### src/rtl/seg7_time_display.sv
// Multiplexes the MM.SS BCD digits onto a 4-digit common-anode display, with a blinking colon.
// Outputs are registered, 1 cycle behind ctr/idx; there is no handshake and no backpressure.
module seg7_time_display #(
  parameter int REFRESH_DIV        = 100_000,
  parameter int BLANK_CYCLES       = 16,
  parameter bit LEADING_ZERO_BLANK = 1'b1
) (
  input  logic       clk_100MHz,
  input  logic       reset,
  input  logic       tick_1Hz,
  input  logic [3:0] sec_1s,
  input  logic [3:0] sec_10s,
  input  logic [3:0] min_1s,
  input  logic [3:0] min_10s,
  output logic [6:0] seg,
  output logic       dp,
  output logic [3:0] an
);

  localparam int CW = (REFRESH_DIV > 1) ? $clog2(REFRESH_DIV) : 1;
  localparam logic [CW-1:0] CTR_LAST = CW'(REFRESH_DIV - 1);

  logic [CW-1:0] ctr;
  logic [1:0]    idx;
  logic [15:0]   snap;
  logic          tick_q;
  logic          in_blank;
  logic [3:0]    digit;
  logic [6:0]    digit_seg;

  function automatic logic [6:0] decode(input logic [3:0] d);
    case (d)
      4'd0:    decode = 7'h40;
      4'd1:    decode = 7'h79;
      4'd2:    decode = 7'h24;
      4'd3:    decode = 7'h30;
      4'd4:    decode = 7'h19;
      4'd5:    decode = 7'h12;
      4'd6:    decode = 7'h02;
      4'd7:    decode = 7'h78;
      4'd8:    decode = 7'h00;
      4'd9:    decode = 7'h10;
      default: decode = 7'h3F;
    endcase
  endfunction

  generate
    if (BLANK_CYCLES == 0) begin : g_no_blank
      assign in_blank = 1'b0;
    end else begin : g_blank
      assign in_blank = (32'(ctr) < 32'(BLANK_CYCLES));
    end
  endgenerate

  always_comb begin
    digit = snap[3:0];
    case (idx)
      2'd0: digit = snap[3:0];
      2'd1: digit = snap[7:4];
      2'd2: digit = snap[11:8];
      2'd3: digit = snap[15:12];
      default: digit = snap[3:0];
    endcase
    // Leading minute zero is suppressed rather than drawn.
    if (LEADING_ZERO_BLANK && (idx == 2'd3) && (digit == 4'd0))
      digit_seg = 7'h7F;
    else
      digit_seg = decode(digit);
  end

  always_ff @(posedge clk_100MHz) begin
    if (reset) begin
      ctr    <= '0;
      idx    <= 2'd0;
      snap   <= 16'h0000;
      tick_q <= 1'b0;
      an     <= 4'b1111;
      seg    <= 7'h7F;
      dp     <= 1'b1;
    end else begin
      tick_q <= tick_1Hz;
      if (ctr == CTR_LAST) begin
        ctr <= '0;
        idx <= idx + 2'd1;
        // Frame wrap: latch all digits together so a frame never shows a mixed time.
        if (idx == 2'd3)
          snap <= {min_10s, min_1s, sec_10s, sec_1s};
      end else begin
        ctr <= ctr + CW'(1);
      end
      an  <= in_blank ? 4'b1111 : ~(4'b0001 << idx);
      seg <= digit_seg;
      dp  <= ~(!in_blank && (idx == 2'd2) && tick_q);
    end
  end

endmodule

### config.mk
export PLATFORM = sky130hd
export DESIGN_NAME = seg7_time_display
export DESIGN_NICKNAME = d
export VERILOG_FILES = /design/src/rtl/seg7_time_display.sv
export SDC_FILE = /design/constraint.sdc
export NUM_CORES = 1
export LEC_CHECK = 0
export BUFFER_PORTS_ARGS = -buffer_cell sky130_fd_sc_hd__buf_4
export CAP_MARGIN = 15
export CORE_ASPECT_RATIO = 0.7
export CORE_MARGIN = 1.5
export CORE_UTILIZATION = 56
export DETAILED_ROUTE_END_ITERATION = 8
export PLACE_DENSITY = 0.78
export SLEW_MARGIN = 20
export SYNTH_ARGS = -nofsm -noshare
export SYNTH_HDL_FRONTEND = slang
export SYNTH_SLANG_ARGS = --single-unit
### constraint.sdc
create_clock -name clk_100MHz -period 2.69 [get_ports clk_100MHz]
set_input_delay 0.538 -clock clk_100MHz [delete_from_list [all_inputs] [get_ports clk_100MHz]]
set_output_delay 0.538 -clock clk_100MHz [all_outputs]
set_load 0.01 [all_outputs]
==> results.txt <==
Placed Cells - 292
crit path kind - flop to flop
I/O pins - 31
share of layout cells above drive strength 1 - 17.7%
Synth Net Count - 250
drt first-iter violations - 104
Crit. Startpoint - idx[1]
Final Hold Viols - 0
vias in the first global route - 1,313
Syn Inst Count - 219
Yosys top cell area share - 45.8%
grt total ovfl - 0
ys flop type - dfxtp_1
Core Area - 3560 um^2
Post-Syn Area - 2100 um^2
Die H - 54.2 um
Post-synth EDFFs - 0
fmax - 414 MHz
CTS root buf - clkbuf_8
Ys Warns - 0
post-route ant nets - 0
global routing met3 resource utilization - 5.00%
area growth from synthesis to final layout - 18.1%
IO buf count - 30
R2R Setup Slk - 0.28 ns
cts repair resizes - 0
post-CTS setup buffer count - 0
Initial Util - 59.0%
Leak - 1.12 nW
HPWL after detailed placement - 2.77 mm
nets - 280
worst-margin pin slew - 0.635 ns
status - finished, final reports clean
Worst R2R End - seg[3]
CP Max Fanout - 11
CTS tree - yes
critical path capture point type - flop
CP required - 2.85 ns
Seq/Total Area, Yosys - 45.8%
CTS buffer count - 5
Clock Path Buffers - 2
later-pin clock latency in the skew report - 0.29 ns
RSZ-0062 raised after global routing - no
largest net degree at the start of global routing - 26
asr flop ratio synth - 0%
largest area contributor in the netlist - dfxtp_1
leading post-synthesis cells by cell area - dfxtp_1, mux2i_1, nor2_1
Setup TNS - 0 ns
Worst VDD drop - 0.518 mV
htree depth - 2
Slew Viols, Final - 0
Max Cap Viol - 0
vias per inst - 5.16
Avg Synthesized Cell Area - 9.59 um^2
met1 usage in global routing - 31.2%
first-pass detailed-route iteration total - 4
skew final - 0.00359 ns
met2 usage - 28.1%
drt drc - 0
DRT Wirelength - 3.87 mm
R2R cell count - 7
count leader, synth - dfxtp_1
Non-Filler Instances - 299
clock sink total - 48
routability congestion estimate - 0.763
first-pass GRT wire length - 6.47 mm
busiest layer in global routing - met1
total power - 1.37 mW
wire per inst - 12.9 um
data arrival time of the critical path - 2.58 ns
CTS Hold Bufs - 0
Fillers - 281
Post-synth top cells - dfxtp_1, nor2_1, mux2i_1, nand2_1, ha_1
end point of the critical path - seg[3]
crit start category - flop
cell area power density - 551 nW/um^2
die area - 4130 um^2
Total GRT Usage - 20.5%
register bit total from synthesis - 48
Setup-failing EPs final - 0
Slew HR - 57.6%
Hold Path Depth - 1
width of the die - 76.2 um
reg-to-reg startpoint - idx[1]
FP Rows - 18
Worst Hold Class - flop to flop
fraction of the cycle the final worst path needs - 89.8%
initial antenna violation count - 0
Netlist cell types - 32
CTS clk-pin slew, worst paths - 0.08 ns
vias - 1,543
Ant. Diodes - 0
min Tclk post-route - 2.41 ns
state kept, by name, indices dropped and copies added, names as in the netlist:
| register | flops |
|---|---|
| ctr | 17 |
| tick_q | 1 |
| snap | 16 |
| an | 4 |
| seg | 7 |
| idx | 2 |
| dp | 1 |
area by class of cell:
type	count	area (um^2)	area share, %
well taps	50	62.6	2.52
repair buffers	32	240	9.69
multi-input cells	154	1060	42.6
flip-flops and latches	48	961	38.8
clock inverters	2	60.1	2.42
clock buffers	5	68.8	2.78
inverters	8	30.0	1.21
kinds of logic after synthesis:
family	Yosys count	share of synthesized area, %
buffers and inverters	17	4.11
and+or+nand+nor	87	20.9
adders and majority gates	12	7.15
muxes	20	9.54
AOI/OAI and AO/OA	19	5.84
DFF	48	45.8
xor gates and xnor gates	16	6.67
through the flow:
stage               setup WS [ns]  hold WS, ns  utilization (%)  area (um^2)
floorplan                   0.611        0.368                -         2100
global placement            0.407        0.402             65.9         2350
detailed placement          0.252        0.398             65.9         2350
CTS                         0.240        0.420             69.5         2470
global route               0.0309        0.438             69.7         2480
finish                      0.276        0.411             69.7         2480
routing by layer:
| layer | share of wire, % | wire (um) |
|---|---|---|
| met1 | 56 | 2160 |
| met2 | 38 | 1470 |
| met3 | 5.2 | 202 |
| met4 | 0.91 | 35 |
| met5 | 0 | 0 |
how the worst min path moves through the flow:
stage	end	slack (ns)	start
5_1_grt	dp	0.44	tick_q
6_report	dp	0.41	tick_q
4_1_cts	dp	0.42	tick_q
3_5_place_dp	dp	0.40	tick_q
3_3_place_gp	dp	0.40	tick_q
2_1_floorplan	dp	0.37	tick_q
where the power goes:
part	switching (mW)	internal [mW]	total, mW
Combinational	0.0224	0.0284	0.0509
Clock	0.226	0.366	0.592
Sequential	0.00407	0.719	0.723
Total	0.253	1.11	1.37
critical path, stage by stage, from the launching register on:
cell and delay, ns:
dfxtp_1 0.39, inv_1 0.10, ha_1 0.25, a222oi_1 0.46, a21oi_2 0.23, or3b_1 0.38
a21oi_1 0.32, o21ai_0 0.15
placed cells by master (no fill, tap or decap), drive strengths merged:
cell     n
dfxtp   48
nor2    41
buf     32
mux2i   20
nand2   16
ha      12
xor2     9
inv      8
xnor2    7
a21oi    7
clkbuf   5
nand3    5
a222oi   4
o21ai    4
nor2b    4
and3     4
nand4    4
o21bai   2
a31oi    2
and4     2
and2     2
nand3b   2
bufinv   2
or3b     2
nor4     2
or4      1
nand2b   1
nor3     1
Note: power is estimated with default switching activity, not from simulation.
